[src/rtl/jk_seq_pkg.sv]
// rtl/jk_seq_pkg.sv - shared op and state encodings for the JK bank sequencer
package jk_seq_pkg;

  typedef enum logic [1:0] {
    OP_HOLD = 2'b00,
    OP_LOAD = 2'b01,
    OP_UP   = 2'b10,
    OP_DOWN = 2'b11
  } op_t;

  typedef enum logic [1:0] {
    S_IDLE = 2'b00,
    S_RUN  = 2'b01,
    S_DONE = 2'b10
  } state_t;

endpackage

[src/rtl/jk_bit.sv]
// rtl/jk_bit.sv - single JK storage bit, asynchronous active-low reset
module jk_bit (
  input  logic clk,
  input  logic reset,
  input  logic j,
  input  logic k,
  output logic q
);

  always_ff @(posedge clk or negedge reset) begin
    if (!reset) begin
      q <= 1'b0;
    end else begin
      case ({j, k})
        2'b00:   q <= q;
        2'b01:   q <= 1'b0;
        2'b10:   q <= 1'b1;
        default: q <= ~q;
      endcase
    end
  end

endmodule

[src/rtl/jk_seq_driver.sv]
// rtl/jk_seq_driver.sv - command sequencer driving a JK bank via excitation
// Optional macro JK_SEQ_SAT_EN: saturate UP/DOWN at the range ends instead of wrapping.
module jk_seq_driver
  import jk_seq_pkg::*;
#(
  parameter int WIDTH = 4,
  parameter int CNT_W = 8
) (
  input  logic             clk,
  input  logic             reset,
  input  logic             cmd_valid,
  output logic             cmd_ready,
  input  logic [1:0]       cmd_op,
  input  logic [WIDTH-1:0] cmd_data,
  input  logic [CNT_W-1:0] cmd_steps,
  output logic [WIDTH-1:0] j,
  output logic [WIDTH-1:0] k,
  output logic [WIDTH-1:0] q,
  output logic             busy,
  output logic             done
);

  state_t           state;
  op_t              op_r;
  logic [WIDTH-1:0] data_r;
  logic [CNT_W-1:0] cnt;
  logic [WIDTH-1:0] tog_up;
  logic [WIDTH-1:0] tog_dn;
  logic             at_limit;
  logic             is_count_op;

  // Bit i toggles when every lower bit is 1 (up) or 0 (down).
  for (genvar g = 0; g < WIDTH; g++) begin : g_bank
    if (g == 0) begin : g_lsb
      assign tog_up[g] = 1'b1;
      assign tog_dn[g] = 1'b1;
    end else begin : g_upper
      assign tog_up[g] = &q[g-1:0];
      assign tog_dn[g] = ~|q[g-1:0];
    end

    jk_bit u_bit (
      .clk   (clk),
      .reset (reset),
      .j     (j[g]),
      .k     (k[g]),
      .q     (q[g])
    );
  end

`ifdef JK_SEQ_SAT_EN
  assign at_limit = ((op_r == OP_UP) && (&q)) || ((op_r == OP_DOWN) && (~|q));
`else
  assign at_limit = 1'b0;
`endif

  assign is_count_op = (cmd_op == OP_UP) || (cmd_op == OP_DOWN);

  always_comb begin
    j = '0;
    k = '0;
    if ((state == S_RUN) && !at_limit) begin
      case (op_r)
        OP_LOAD: begin
          j = data_r & ~q;
          k = ~data_r & q;
        end
        OP_UP: begin
          j = tog_up;
          k = tog_up;
        end
        OP_DOWN: begin
          j = tog_dn;
          k = tog_dn;
        end
        default: begin
          j = '0;
          k = '0;
        end
      endcase
    end
  end

  always_ff @(posedge clk or negedge reset) begin
    if (!reset) begin
      state     <= S_IDLE;
      op_r      <= OP_HOLD;
      data_r    <= '0;
      cnt       <= '0;
      busy      <= 1'b0;
      done      <= 1'b0;
      cmd_ready <= 1'b1;
    end else begin
      case (state)
        S_IDLE: begin
          if (cmd_valid) begin
            op_r      <= op_t'(cmd_op);
            data_r    <= cmd_data;
            cnt       <= cmd_steps;
            cmd_ready <= 1'b0;
            if (is_count_op && (cmd_steps == '0)) begin
              state <= S_DONE;
              done  <= 1'b1;
            end else begin
              state <= S_RUN;
              busy  <= 1'b1;
            end
          end
        end
        S_RUN: begin
          if (cnt != '0) begin
            cnt <= cnt - 1'b1;
          end
          // HOLD and LOAD are single-cycle; counts end at cnt==1 or at a saturation limit.
          if (at_limit || (op_r == OP_HOLD) || (op_r == OP_LOAD) || (cnt == CNT_W'(1))) begin
            state <= S_DONE;
            busy  <= 1'b0;
            done  <= 1'b1;
          end
        end
        S_DONE: begin
          state     <= S_IDLE;
          done      <= 1'b0;
          cmd_ready <= 1'b1;
        end
        default: begin
          state     <= S_IDLE;
          busy      <= 1'b0;
          done      <= 1'b0;
          cmd_ready <= 1'b1;
        end
      endcase
    end
  end

endmodule
[config.mk]
export PLATFORM = sky130hd
export DESIGN_NAME = jk_seq_driver
export DESIGN_NICKNAME = d
export VERILOG_FILES = /design/src/rtl/jk_seq_pkg.sv /design/src/rtl/jk_bit.sv /design/src/rtl/jk_seq_driver.sv
export SDC_FILE = /design/constraint.sdc
export NUM_CORES = 1
export LEC_CHECK = 0
export CORE_UTILIZATION = 50
export CTS_BUF_LIST = sky130_fd_sc_hd__clkbuf_8 sky130_fd_sc_hd__clkbuf_16
export CTS_CLUSTER_SIZE = 10
export DETAILED_ROUTE_END_ITERATION = 7
export GPL_TIMING_DRIVEN = 0
export PLACE_DENSITY = 0.78
export SYNTH_ARGS = -nofsm -noshare
export SYNTH_HDL_FRONTEND = slang
export SYNTH_HIERARCHICAL = 1
export SYNTH_SLANG_ARGS = --single-unit
[constraint.sdc]
create_clock -name clk -period 2.5 [get_ports clk]
set_clock_uncertainty 0.2 [all_clocks]
set_input_delay 0.5 -clock clk [delete_from_list [all_inputs] [get_ports clk]]
set_output_delay 0.5 -clock clk [all_outputs]
set_load 0.01 [all_outputs]
**Word-level counts from Yosys, hierarchy flattened**

Cells that the tools add are included.

- Register bits after elaboration: 23
- Bits in latches: 0
- RAM bits: 0
- Memory bits (read-only): 0
- Input bits: 17
- Output and inout bits: 15
- Word-level logic and storage cells: 94
- Memories kept: 0

- Add/sub/neg operators: 1
- $mul: 0
- Divide/modulo/power cells: 0
- Magnitude comparators: 0
- Equality and inequality tests: 21
- Shift-type cells: 0
- Muxes and demuxes: 25
- Bitwise gates (word level): 10
- Reduce and logical (&&, ||, !) cells: 26

Operators with widths:

| operator | number |
|---|---|
| 4-bit one-hot mux with 3 select lines | 2 |
| 2-bit == test, second input constant | 9 |
| 8-bit 2-to-1 mux | 2 |
| 8-bit one-hot mux with 2 select lines | 1 |
| 1-bit one-hot mux with 3 select lines | 5 |
| 2-bit by 1-bit == test with 1-bit output, second input constant | 6 |
| 2-bit zero test | 6 |
| 3-bit AND reduction | 3 |
| 4-bit bitwise AND | 2 |
| 8-bit by 1-bit == test with 1-bit output, second input constant | 1 |
| 8-bit zero test | 1 |
| 4-bit 2-to-1 mux | 2 |
| 4-bit NOT | 2 |
| 2-bit AND reduction | 4 |
| 8-bit nonzero test | 1 |
| 8-bit by 1-bit subtractor with 8-bit output, second input constant | 1 |
| 1-bit 2-to-1 mux | 7 |
| 2-bit 2-to-1 mux | 3 |
| 2-bit != test, second input constant | 3 |
| 1-bit NOT | 6 |
| 2-bit by 1-bit != test with 1-bit output, second input constant | 2 |
| 1-bit one-hot mux with 2 select lines | 2 |
| 2-bit one-hot mux with 2 select lines | 1 |
| 4-bit AND reduction | 1 |
| other kinds (6) | 10 |

**Logic depth before layout (Yosys ltp)**

Gate-level depths: netlist of run 1.

- Depth in word-level cells: 6
- Gate-level depth with buffers: 9
- Mapped depth without buffers: 8

**Hierarchy**

The synthesis of run 1 kept the hierarchy.

By module, submodules not included:

| module | instances | cells each | area each (µm²) | seq. area each (µm²) |
|---|---|---|---|---|
| jk_seq_driver | 1 | 145 | 1,228.7 | 476.7 |
| jk_bit | 4 | 9 | 86.3 | 25.0 |

**Worst setup path after synthesis of run 1**

No wires, ideal clock.

- Path kind: reg2reg
- From: register state[1]
- To: register g_bank[2].u_bit.q
- Library setup time: 92 ps
- Arrival: 1,964 ps
- Data required time: 2,208 ps
- Path slack: 244 ps
- Cell stages (with the launch flop): 9
- Path buffers: 2
- Period minus slack after synthesis: 2,256 ps
- Path through: dfrtp_1 > nand2b_1 > clkbuf_1 > buf_2 > a21oi_1 > inv_1 > ha_1 > nor2b_1 > o31ai_2

- Word-level cells in the longest chain between the ends: 4
- Elaborated cells between the ends (all ways): 7
- Those cells by class: eq/ne (3); mux (3); reduce/logical (1)

Ends and longest elaborated chain:

| item | line | RTL |
|---|---|---|
| start, declared | jk_seq_driver.sv:23 | `state_t state;` |
| start signal, assigned | jk_seq_driver.sv:86 | `state <= S_IDLE;` |
| start signal, assigned | jk_seq_driver.sv:102 | `state <= S_DONE;` |
| start signal, assigned | jk_seq_driver.sv:105 | `state <= S_RUN;` |
| 2-bit by 1-bit == test with 1-bit output (*) | jk_seq_driver.sv:62 | `if ((state == S_RUN) && !at_limit) begin` |
| 4-bit 2-to-1 mux (*) | jk_seq_driver.sv:62 |  |
| net j[2] | jk_seq_driver.sv:16 | `output logic [WIDTH-1:0] j,` |
| 2-bit == test, or another cell as far along | jk_bit.sv:14 | `case ({j, k})` |
| 1-bit one-hot mux with 3 select lines | jk_bit.sv:14 |  |
| end signal, assigned | jk_bit.sv:15 | `2'b00: q <= q;` |
| end signal, assigned | jk_bit.sv:18 | `default: q <= ~q;` |
| end, declared | jk_bit.sv:7 | `output logic q` |

Mark *: on every way through the listed nets, which the timed path passes. The rest lies on a longest branch.
A chain may end at the register's enable or synchronous reset.

**Final worst setup path of run 1**

- From: register g_bank[0].u_bit.q
- To: output k[2]

- Word-level cells in the longest chain between the ends: 4
- Elaborated cells between the ends (all ways): 5
- Those cells by class: mux (2); reduce/logical (3)

Ends and longest elaborated chain:

| item | line | RTL |
|---|---|---|
| start, declared | jk_bit.sv:7 |  |
| start signal, assigned | jk_bit.sv:15 |  |
| start signal, assigned | jk_bit.sv:18 |  |
| 2-bit OR reduction | jk_seq_driver.sv:39 | `assign tog_dn[g] = ~\|q[g-1:0];` |
| 1-bit zero test | jk_seq_driver.sv:39 |  |
| 4-bit one-hot mux with 3 select lines (*) | jk_seq_driver.sv:63 | `case (op_r)` |
| 4-bit 2-to-1 mux (*) | jk_seq_driver.sv:62 |  |
| end, declared | jk_seq_driver.sv:17 | `output logic [WIDTH-1:0] k,` |

Every way passes the cells marked *; elsewhere a longest branch is shown, timed or not.

==> reports/metrics.cfg, run 1 <==
[cells_and_area]
drive_gt1_frac=0.145
seq_area_um2=583
antenna_cells=0
multiInputGateArea_um2=930
fillers=239
area_delta_synth_final_pct=30.9
fin_nets=249

[synth]
syn_inst=181
synth-xor-area-share=0
muxShareOfSynthArea=0.00636
synthSimpleGateAreaFrac=0.276
synth_seq_cells=23
yosysUniqueCellTypes=41
yosysWarnings=6
syn_area_per_cell_um2=8.70
synth_edf_count=0
synth_top_family_by_area=simple AND/OR/NAND/NOR gates
yosysMostFrequentCell=nand2_1
synth_ff_type=dfrtp_1
yosysTopAreaCell=dfrtp_1
synthTopCellsByCount=nand2_1, dfrtp_1, inv_1, nor2_1
synth_top_area_frac=0.350
yosys.area_share.adder=0.0874
syn_nets=209
seq_area_frac_synth=0.366
synth_compound_area_frac=0.203
syn_area_um2=1570
synthTopCellsByArea=dfrtp_1, ha_1, nand2_1, nor2b_1, inv_1
synth-async-reset-ratio=1.00

[detailed_routing]
routed-via-count=1466
drc_errors=0
ant_nets=0
dr.pass1.iters=4
post_drt_wl_per_cell_um=14.4
finalWirelength_um=3760
drtIter0Drc=61
post_drt_via_cell_ratio=5.60

[timing]
max_freq_ghz=0.417
finalMaxSlewViolations=0
setup_violations=0
fin_crit_sh=0.959
relSlewSlack=0.288
setup_tns_ps=0
worst_pin_slew_ps=1060
hold_violations=0
timing.hold.ws_ps=290
fin_crit_ps=2400

[floorplanning]
chipHeight_um=58.1
die_x_um=58.1
dieArea_um2=3380
initial_utilization=0.547
rows=19
num_io_pins=32
core_area_um2=2880

[global_route]
track_usage=0.250
antenna_found_initial=0
grt_pass1_wl_um=6420
grt.overflow.total=0
grt_pass1_vias=1473
grt_max_degree=24

[worst_hold_path]
whs_path_depth=2
min-delay-start=cmd_ready
min_to=cmd_ready
hold_path.class=register to register

[clocking]
clkTransAtPathRegs_ps=80
cts_inserted_buffers=3
holdBufCountCts=0
clock_path_buffers=2
clkLatencyLatePin_ps=260
cts_tree=built
clock_sinks=23
cts_htree_levels=1
root_buffer=clkbuf_8

[critical_path]
worstPathRequired_ps=1800
cp.arrival_ps=1700
start_kind=register
critPathMaxFanout=4
worst-r2r-setup-slack_ps=190
r2r_cells=10
path_class=register to output port
reg2reg_from=g_bank[0].u_bit/q
crit_start=g_bank[0].u_bit/q
critPathCaptureType=output port
r2r_end=g_bank[2].u_bit/q

[pwr]
peakVddDrop_mv=0.719
cellPowerDensity_nw_per_um2=1210
p_leak_nw=0.919

[place]
gp_congestion=0.868
io_buffers=31
dp_hpwl_um=2700

[run_status]
status=finished, final reports clean

[job]
cap_violations=0

registers in the layout (all words and copies together), names as in the netlist:
name / cells
cnt: 8
data_r: 4
g_bank.u_bit/q: 4
op_r: 2
state: 2
busy: 1
cmd_ready: 1
done: 1
power breakdown:
part | total [mW] | leakage [nW] | internal (mW) | switching [mW]
clock network | 0.229 | 0.0269 | 0.110 | 0.120
logic | 1.45 | 0.626 | 0.692 | 0.761
registers | 0.802 | 0.267 | 0.575 | 0.227
total | 2.48 | 0.919 | 1.38 | 1.11
timing repair:
item / CTS / global route
buffers inserted: 4 / 2
pin swaps: 3 / 2
setup endpoints to repair: 8 / 5
resized for setup: 21 / 4
logic make-up after synthesis:
logic type / Yosys count
AOI/OAI and AO/OA: 43
muxes: 1
and+or+nand+nor: 80
buffers and inverters: 23
DFF: 23
adders and majority gates: 11
worst max-delay path, cell delays in order (launching register included):
cell           delay, ps
dfrtp_2              440
buf_4                140
nor3b_1              230
o21ai_1              140
a21oi_1              190
dlygate4sd2_1        290
placed cells by master (no fill, tap or decap), drive strengths merged, types with 2 or more instances in the layout:
master	instances
a21oi	11
a22oi	3
a31oi	2
and3	2
buf	8
clkbuf	6
clkdlybuf4s50	23
dfrtp	22
dlygate4sd2	6
dlymetal6s2s	2
ha	11
inv	17
nand2	27
nand2b	2
nand3	3
nand3b	6
nand4	2
nor2	13
nor2b	11
nor3	3
nor3b	4
o211ai	2
o21ai	10
o221a	2
o22ai	2
o31ai	4
or3b	2
metal layers:
layer | track usage | share of wire
met3 | 0.0379 | 0.040
met1 | 0.291 | 0.43
met2 | 0.445 | 0.51
met5 | 0 | 0
met4 | 0.122 | 0.018
worst max-delay path by stage:
stage | endpoint | slack [ps] | cells past startpoint
after floorplan | g_bank[2].u_bit/q | 240 | 8
after global placement | j[3] | -110 | 5
after detailed placement | j[3] | -200 | 5
after CTS | k[0] | 20 | 4
after global routing | k[2] | -20 | 5
final | k[2] | 100 | 5
metrics by stage:
| step | area [µm²] | utilization | setup WS (ps) | power (mW) | cells |
|---|---|---|---|---|---|
| after floorplan | 1570 | - | 244 | 1.70 | 181 |
| after detailed placement | 1940 | 0.673 | -200 | 2.16 | 254 |
| after CTS | 2040 | 0.709 | 21.1 | 2.47 | 260 |
| final | 2060 | 0.716 | 102 | 2.48 | 262 |
| after global routing | 2060 | 0.716 | -16.2 | 2.69 | 262 |
| after global placement | 1940 | 0.673 | -110 | 2.08 | 254 |
final cells by class:
cell class                      instances  share of cell area
Multi-Input combinational cell        135               0.451
Tap cell                               42              0.0255
Sequential cell                        23               0.283
Timing Repair Buffer                   37               0.171
Inverter                               16              0.0291
Buffer                                  5              0.0182
Clock buffer                            3              0.0200
Clock inverter                          1             0.00182
Note: power is estimated with default switching activity, not from simulation.
==> run 2: changes to the inputs <==
--- a/config.mk
+++ b/config.mk
@@ -5,13 +5,16 @@
 export SDC_FILE = /design/constraint.sdc
 export NUM_CORES = 1
 export LEC_CHECK = 0
-export CORE_UTILIZATION = 50
+export CELL_PAD_IN_SITES_DETAIL_PLACEMENT = 1
+export CELL_PAD_IN_SITES_GLOBAL_PLACEMENT = 2
+export CORE_UTILIZATION = 30
 export CTS_BUF_LIST = sky130_fd_sc_hd__clkbuf_8 sky130_fd_sc_hd__clkbuf_16
-export CTS_CLUSTER_SIZE = 10
+export CTS_CLUSTER_SIZE = 28
 export DETAILED_ROUTE_END_ITERATION = 7
 export GPL_TIMING_DRIVEN = 0
-export PLACE_DENSITY = 0.78
+export PLACE_DENSITY_LB_ADDON = 0.1
 export SYNTH_ARGS = -nofsm -noshare
 export SYNTH_HDL_FRONTEND = slang
 export SYNTH_HIERARCHICAL = 1
 export SYNTH_SLANG_ARGS = --single-unit
+export TNS_END_PERCENT = 5
==> run 2 against run 1 <==
Compared with the run above:
- register-to-register slack better by 210 ps
- core utilization is 29 points lower
- critical path depth stayed put
- largest power group unchanged
- highest routed layer unchanged
==> reports/metrics.cfg, run 2 (synthesized netlist as in run 1, its figures left out) <==
[detailed_routing]
routed-via-count=1431  ; was 1466
dr.pass1.iters=4  ; unchanged
drtIter0Drc=44  ; was 61
ant_nets=0  ; unchanged
finalWirelength_um=4250  ; was 3760 µm
drc_errors=0  ; unchanged
post_drt_wl_per_cell_um=15.0  ; was 14.4 µm
post_drt_via_cell_ratio=5.06  ; was 5.60

[global_route]
met2_usage=0.308  ; was 0.445
grt.busiest_layer=met2  ; unchanged
grt.overflow.total=0  ; unchanged
grtUsageMet1=0.200  ; was 0.291
grt_max_degree=24  ; unchanged
met3_usage=0.0203  ; was 0.0379
grt_pass1_wl_um=6980  ; was 6420 µm
grt_pass1_vias=1520  ; was 1473
track_usage=0.166  ; was 0.250
antenna_found_initial=0  ; unchanged

[run_status]
status=finished, final reports clean  ; unchanged

[pwr]
power_mw=2.50  ; was 2.48 mW
pwr-share-clk=0.096  ; was 0.092
cellPowerDensity_nw_per_um2=1200  ; was 1210 nW/µm²
internal_power_mw=1.36  ; was 1.38 mW
comb_power_share=0.568  ; was 0.585
switching_share=0.454  ; was 0.446
p_switching_mw=1.14  ; was 1.11 mW
peakVddDrop_mv=0.377  ; was 0.719 mV
p_leak_nw=0.891  ; was 0.919 nW
sequentialPowerShare=0.336  ; was 0.323

[timing]
fin_crit_ps=2390  ; was 2400 ps
setup_violations=0  ; unchanged
rsz0062_at_grt=false
fin_crit_sh=0.955  ; was 0.959
finalMaxSlewViolations=0  ; unchanged
max_freq_ghz=0.419  ; was 0.417 GHz
hold_violations=0  ; unchanged
relSlewSlack=0.238  ; was 0.288
worst_pin_slew_ps=1140  ; was 1060 ps
timing.hold.ws_ps=302  ; was 290 ps

[cells_and_area]
final_cell_mix=nand2_1, clkdlybuf4s50_1, dfrtp_1  ; was nand2_1, clkdlybuf4s50_1, inv_1, dfrtp_1, nor2_1
post-route-util=0.426  ; was 0.716
multiInputGateArea_um2=951  ; was 930 µm²
largest_registers=cnt: 8 flops, data_r: 4 flops, g_bank.u_bit/q: 4 flops  ; unchanged
final_area_um2=2080  ; was 2060 µm²
seq_area_um2=583  ; unchanged
final_common_cell=nand2_1  ; unchanged
antenna_cells=0  ; unchanged
largest_reg_flops=8  ; unchanged
fillers=607  ; was 239
fin_nets=245  ; was 249
top_register=cnt  ; unchanged
drive_gt1_frac=0.148  ; was 0.145
area_delta_synth_final_pct=32.2  ; was 30.9%

[clocking]
clock_path_buffers=2  ; unchanged
holdBufCountCts=0  ; unchanged
clkLatencyLatePin_ps=270  ; was 260 ps
cts_tree=built  ; unchanged
cts_inserted_buffers=3  ; unchanged
clkTransAtPathRegs_ps=90  ; was 80 ps
root_buffer=clkbuf_8  ; unchanged
clock_sinks=23  ; unchanged
cts_htree_levels=1  ; unchanged

[critical_path]
cp.arrival_ps=1690  ; was 1700 ps
path_class=register to output port  ; unchanged
worst-r2r-setup-slack_ps=400  ; was 190 ps
r2r_cells=8  ; was 10
start_kind=register  ; unchanged
r2r_end=g_bank[3].u_bit/q  ; was g_bank[2].u_bit/q
critPathCaptureType=output port  ; unchanged
reg2reg_from=g_bank[0].u_bit/q  ; unchanged
worstPathRequired_ps=1800  ; about the same
critPathMaxFanout=8  ; was 4

[place]
gp_congestion=0.741  ; was 0.868
io_buffers=31  ; unchanged
dp_hpwl_um=3170  ; was 2700 µm
dpl_cell_area_um2=1970  ; was 1940 µm²

[worst_hold_path]
min-delay-start=cmd_ready  ; unchanged
hold_path.class=register to register  ; unchanged
min_to=cmd_ready  ; unchanged
whs_path_depth=2  ; unchanged

[floorplanning]
chipHeight_um=74.4  ; was 58.1 µm
rows=25  ; was 19
initial_utilization=0.323  ; was 0.547
die_x_um=74.4  ; was 58.1 µm
core_area_um2=4880  ; was 2880 µm²
num_io_pins=32  ; unchanged
dieArea_um2=5540  ; was 3380 µm²

[job]
cap_violations=0  ; unchanged

[run 2: cell count changes in the layout (fill, tap and decap cells not counted)]
cell,before,now
nor4b_4,0,1
nor4b_1,1,0
o21ai_0,8,9
nor2b_1,10,9
buf_4,6,2
o21ai_1,2,0
dlymetal6s2s_1,2,1
o21ai_2,0,1
dlygate4sd2_1,6,7
nor2b_2,1,2
clkinv_2,0,1
inv_1,17,16
[run 2: worst max path at each step]
stage                           start           endpoint  slack, ps  cells past startpoint
floorplan                    state[1]  g_bank[2].u_bit/q        240                      8
global placement             state[1]               j[0]       -200                      5
detailed placement           state[1]               j[2]       -230                      5
CTS                 g_bank[0].u_bit/q               k[3]       -180                      4
global route        g_bank[0].u_bit/q               j[3]         20                      5
finish              g_bank[0].u_bit/q               j[3]        110                      5
[run 2: cell type report]
cell class                 instances  share of cell area
buffer                             5              0.0180
sequential                        23               0.280
multi-input combinational        135               0.457
clock inverter                     1             0.00241
timing repair buffer              33               0.153
inverter                          16              0.0289
clock buffer                       3              0.0198
tap                               67              0.0403
[run 2: worst max-delay path: stages (launching register included)]
cell and delay, ps:
dfrtp_2 480, nor2b_2 180, and3_1 190, o21ai_2 180, a21oi_2 100, dlygate4sd2_1 290
[run 2: metrics by stage]
step / setup slack [ps] / instances / TNS (ps)
3_5_place_dp: -234 / 279 / -1470
2_1_floorplan: 244 / 181 / 0
4_1_cts: -177 / 281 / -177
3_3_place_gp: -197 / 279 / -1230
6_report: 113 / 283 / 0
5_1_grt: 18.5 / 283 / 0
[run 2: power by group through the flow]
| stage | logic [mW] | clock network (mW) | registers (mW) |
|---|---|---|---|
| 4_1_cts | 1.40 | 0.254 | 0.824 |
| 5_1_grt | 1.59 | 0.267 | 0.878 |
| 6_report | 1.42 | 0.240 | 0.839 |
| 3_3_place_gp | 1.33 | 0 | 0.787 |
| 2_1_floorplan | 0.932 | 0 | 0.768 |
| 3_5_place_dp | 1.40 | 0 | 0.801 |
[run 2: what timing repair did]
item | 4_1_cts | 5_1_grt
gates resized for setup | 21 | 7
buffers inserted | 0 | 2
pin swaps | 0 | 1
endpoints found under the setup margin | 8 | 2
gates cloned | 0 | 0
[run 2: per-layer routing]
metal	vias up	wire, µm
li1	705	-
met1	704	1850
met2	20	2250
met3	2	123
met4	0	27
met5	-	0
==> variant 1 (flow settings as in run 1) <==
The 3 states of `state_t` get a one-hot encoding in 3 bits.
--- a/src/rtl/jk_seq_pkg.sv
+++ b/src/rtl/jk_seq_pkg.sv
@@ -8,10 +8,10 @@
     OP_DOWN = 2'b11
   } op_t;
 
-  typedef enum logic [1:0] {
-    S_IDLE = 2'b00,
-    S_RUN  = 2'b01,
-    S_DONE = 2'b10
+  typedef enum logic [2:0] {
+    S_IDLE = 3'b001,
+    S_RUN  = 3'b010,
+    S_DONE = 3'b100
   } state_t;
 
 endpackage
Function: same outputs for any inputs over 10 cycles, from zero or initial values and one cycle with reset low; not proved beyond that.
==> variant 1 against run 1 <==
- final area decreased by 0.55%
- total power fell by 16%
- wire length increased by 0.40%
- utilization fell by 4.0 points
- area after synthesis is 0.64% higher
- first-iteration DRC count is 15% lower
- worst setup slack lost 47 ps
- sequential cell count increased by 1
- critical endpoint is now j[3]
==> variant 1: results (changes against run 1) <==
Worst setup path
  • RR Endpoint: g_bank[0].u_bit/q$_DFFE_PN0P_
  • RR Startpoint: state[0]$_DFFE_PN1P_
  • Reg2reg path depth: 8 (-2)
  • Reg2reg setup slack: 250 ps (+60 ps)
  • Worst endpoint data arrival time: 1750 ps (+50 ps)
  • Largest stage delay, worst path: 400 ps (-40 ps)
  • Worst-path fanout max: 19 (+15)
  • Critical-path top delay cell: or3b_4

Global routing
  • GRT Overall Usage: 24.75% (-0.21 points)
  • Largest net degree at the start of global routing: 25 (+4.2%)

Power
  • Pleak: 0.8323 nW (-9.5%)
  • Worst vdd ir: 0.5390 mV (-25%)

Placement
  • Gpl congestion: 0.8576 (-1.2%)
  • # port buffers: 31 (unchanged)
  • DP Wirelength: 2.873 mm (+6.5%)
  • Area post-placement: 0.001979 mm2 (+2.2%)
  • Placed cell count: 253 (-0.39%)

Synth
  • Synth Instances: 178 (-1.7%)
  • Seq/Total Area, Yosys: 38.07% (+1.4 points)
  • Synth unique cells: 45 (+9.8%)
  • Mapped Nets: 206 (-1.4%)
  • Most common library cells after synthesis: nand2_1, dfrtp_1, inv_1, o21ai_0, ha_1
  • Synth top area cells: dfrtp_1, ha_1, nand2_1
  • Synth top area share: 34.76% (-0.22 points)

Run status
  • Status: finished, final reports clean

STA
  • Hold_ws: 292.1 ps (+1.870 ps)
  • Final Setup Violations: 0 (unchanged)
  • Slew HR: 27.24% (-1.6 points)

Drt
  • DR vias: 1479 (+0.89%)
  • Routed len/inst: 14.75 um (+2.8%)
  • Initial DRC Count: 52 (-15%)

Layout
  • Share of layout cells above drive strength 1: 18.40% (+3.9 points)

Min path
  • Hold depth: 1 (-1)
  • Min-delay src: done$_DFFE_PN0P_
  • Min-Delay Endpoint: done$_DFFE_PN0P_
## variant 1: worst max path at each step
stage | startpoint | endpoint | slack, ps
global route | state[0]$_DFFE_PN1P_ | j[1] | 0.7
detailed placement | state[0]$_DFFE_PN1P_ | j[0] | -350
global placement | state[0]$_DFFE_PN1P_ | j[0] | -290
floorplan | state[0]$_DFFE_PN1P_ | g_bank[1].u_bit/q$_DFFE_PN0P_ | 40
CTS | g_bank[0].u_bit/q$_DFFE_PN0P_ | k[3] | 10
finish | state[0]$_DFFE_PN1P_ | j[3] | 50
## variant 1: worst max-delay path: cells and delay by family (launching register included)
kind	cells	cell delay, ps
buffers and inverters	3	580
AND/OR/NAND/NOR	1	400
flip-flops	1	370
AO/OA/AOI/OAI	1	140
## variant 1: kinds of logic (layout without fill, tap and decap cells)
kind of cell / after synthesis / after routing / synth area share (%)
mux: 1 / 1 / 0.9476
compound gates: 41 / 41 / 18.56
xor+xnor: 2 / 2 / 1.106
flops: 24 / 24 / 38.07
buf+inv: 18 / 52 / 4.424
simple gates: 81 / 81 / 28.20
fa+ha+maj: 11 / 11 / 8.689
## variant 1: power by group
group          internal [mW]  total, mW  leakage [nW]  switching (mW)
combinational          0.507       1.06         0.513           0.556
sequential             0.581      0.787         0.292           0.206
clock                  0.110      0.232        0.0269           0.122
## variant 1: cell type report
class,count,area (um2)
multi-input cells,136,975.9
repair buffers,31,289.0
fillers,258,978.4
well taps,44,55.05
clock inverters,1,3.754
plain buffers,4,32.53
clock buffers,3,41.29
inverters,13,48.80
flip-flops and latches,24,603.1
## variant 1: repair_timing
item / in CTS / in global routing
buffers inserted: 0 / 0
gates resized for setup: 27 / 10
setup endpoints to repair: 12 / 5
## variant 1: stage by stage
| stage | setup TNS [ps] | util (%) | setup slack (ps) |
|---|---|---|---|
| 6_report | 0 | 67.69 | 54.90 |
| 3_5_place_dp | -2843 | 65.37 | -350.7 |
| 5_1_grt | 0 | 67.69 | 0.7184 |
| 2_1_floorplan | 0 | - | 38.64 |
| 4_1_cts | 0 | 68.10 | 13.07 |
| 3_3_place_gp | -2091 | 65.37 | -294.9 |
## variant 1: metal layers
layer | GRT usage [%] | up-vias | share of wire, % | wire (um)
li1 | - | 699 | - | -
met1 | 28.45 | 701 | 43 | 1618
met2 | 47.29 | 64 | 50 | 1883
met3 | 2.902 | 15 | 4.6 | 173
met4 | 7.823 | 0 | 2.6 | 99
met5 | 0 | - | 0 | 0
==> variant 2 (settings of run 1) <==
Without the edit above. Add a define of `JK_SEQ_SAT_EN`.
--- a/src/rtl/jk_seq_driver.sv
+++ b/src/rtl/jk_seq_driver.sv
@@ -1,5 +1,7 @@
 // rtl/jk_seq_driver.sv - command sequencer driving a JK bank via excitation
 // Optional macro JK_SEQ_SAT_EN: saturate UP/DOWN at the range ends instead of wrapping.
+`define JK_SEQ_SAT_EN
+
 module jk_seq_driver
   import jk_seq_pkg::*;
 #(
Check against the original RTL: not equivalent (Yosys sat finds a counterexample within 4 cycles, from zero or initial values and one cycle with reset low).
==> variant 2 against run 1 <==
- maximum frequency decreased by 2.2%
- area after synthesis down 1.2%
- register-to-register slack got worse by 20 ps
- final area is 1.6% higher
- wire length is 0.21% higher
- total power grew 2.3%
- worst setup slack got worse by 55 ps
- sequential power is 4.1% lower
- sequential cell count stayed put
==> variant 2: results (changes against run 1) <==
Synth
  • Synth Instances: 169 (-6.6%)
  • Mapped Nets: 197 (-5.7%)
  • Synth unique cells: 39 (-4.9%)
  • Adder-cell share of the synthesized area: 8.850% (+0.11 points)
  • Multiplexer area fraction after synthesis: 4.264% (+3.6 points)
  • XOR/XNOR Fraction of Synth Area: 0.5632% (+0.56 points)
  • Post-synthesis compound-gate area fraction: 18.99% (-1.3 points)
  • Seq/Total Area, Yosys: 37.09% (+0.44 points)
  • Most common library cells after synthesis: dfrtp_1, a21oi_1, o21ai_0
  • Synth Cell Area: 0.001555 mm2 (-1.2%)
  • Synth top area cells: dfrtp_1, ha_1, a21oi_1

Layout
  • Layout Nets: 240 (-3.6%)
  • Data buffer area share: 17.57% (-1.4 points)
  • Non-CTS buffers: 44 (+4.8%)
  • Share of layout cells above drive strength 1: 25.59% (+11 points)
  • Fill count: 212 (-11%)
  • Clock Network Area Fraction: 2.152% (-0.034 points)
  • Inverters: 12 (-4)
  • Multi-input comb cells: 128 (-5.2%)
  • Cell area after layout: 0.002093 mm2 (+1.6%)
  • Fraction of area in multi-input gates: 48.54% (+3.4 points)

Power
  • Sequential power: 0.769 mW (-4.1%)
  • Pleak: 0.8536 nW (-7.1%)
  • Int Pwr: 1.418 mW (+3.0%)
  • Worst vdd ir: 0.8224 mV (+14%)
  • Clk pwr share: 9.0% (-0.2 points)

Global routing
  • GRT Overall Usage: 24.23% (-0.74 points)
  • Grt met3 use: 4.464% (+0.67 points)
  • GR met1 Demand/Resource: 30.37% (+1.3 points)
  • First-pass GRT wire length: 6.258 mm (-2.6%)
  • Met2 Usage GRT: 42.86% (-1.6 points)

Placement
  • Gpl congestion: 0.8728 (+0.55%)
  • Area post-placement: 0.001904 mm2 (-1.7%)
  • DP Wirelength: 2.537 mm (-5.9%)
  • Place WS: -355.4 ps (-155.4 ps)

Drt
  • DRT Pass-1 Iters: 6 (+2)
  • Initial DRC Count: 46 (-25%)
  • Metal2 WL: 1.851 mm (-4.1%)
  • DR vias: 1437 (-2.0%)
  • WL final: 3.768 mm (+0.21%)
  • WL met3: 143 um (-4.0%)
  • WL met1: 1.710 mm (+6.2%)

Run status
  • Status: finished, final reports clean

Worst setup path
  • Worst endpoint data arrival time: 1750 ps (+50 ps)
  • Worst-path fanout max: 6 (+2)

STA
  • Slew HR: 30.11% (+1.3 points)

Min path
  • Worst Hold Class: reg -> reg
[variant 2: timing repair]
action                     in CTS  in global routing
pin swaps                       2                  2
setup endpoints to repair      12                 12
resized for setup              52                 10
hold buffers                    0                  0
buffers inserted                7                  0
[variant 2: final timing paths]
kind	slack, ps	cells after the start	start	to
min in group asynchronous	600	1	reset	done$_DFFE_PN0P_
hold reg to reg	310	2	cmd_ready$_DFFE_PN1P_	cmd_ready$_DFFE_PN1P_
setup reg to reg	170	9	g_bank[2].u_bit/q$_DFFE_PN0P_	g_bank[0].u_bit/q$_DFFE_PN0P_
hold / removal	310	2	cmd_ready$_DFFE_PN1P_	cmd_ready$_DFFE_PN1P_
setup / recovery	50	5	g_bank[1].u_bit/q$_DFFE_PN0P_	k[2]
max in group asynchronous	800	1	reset	g_bank[0].u_bit/q$_DFFE_PN0P_
[variant 2: worst max-delay path, delay by kind of cell (launching register included)]
family / cells / cell delay [ps]
compound gates: 2 / 550
simple gates: 1 / 150
buf+inv: 2 / 340
flops: 1 / 450
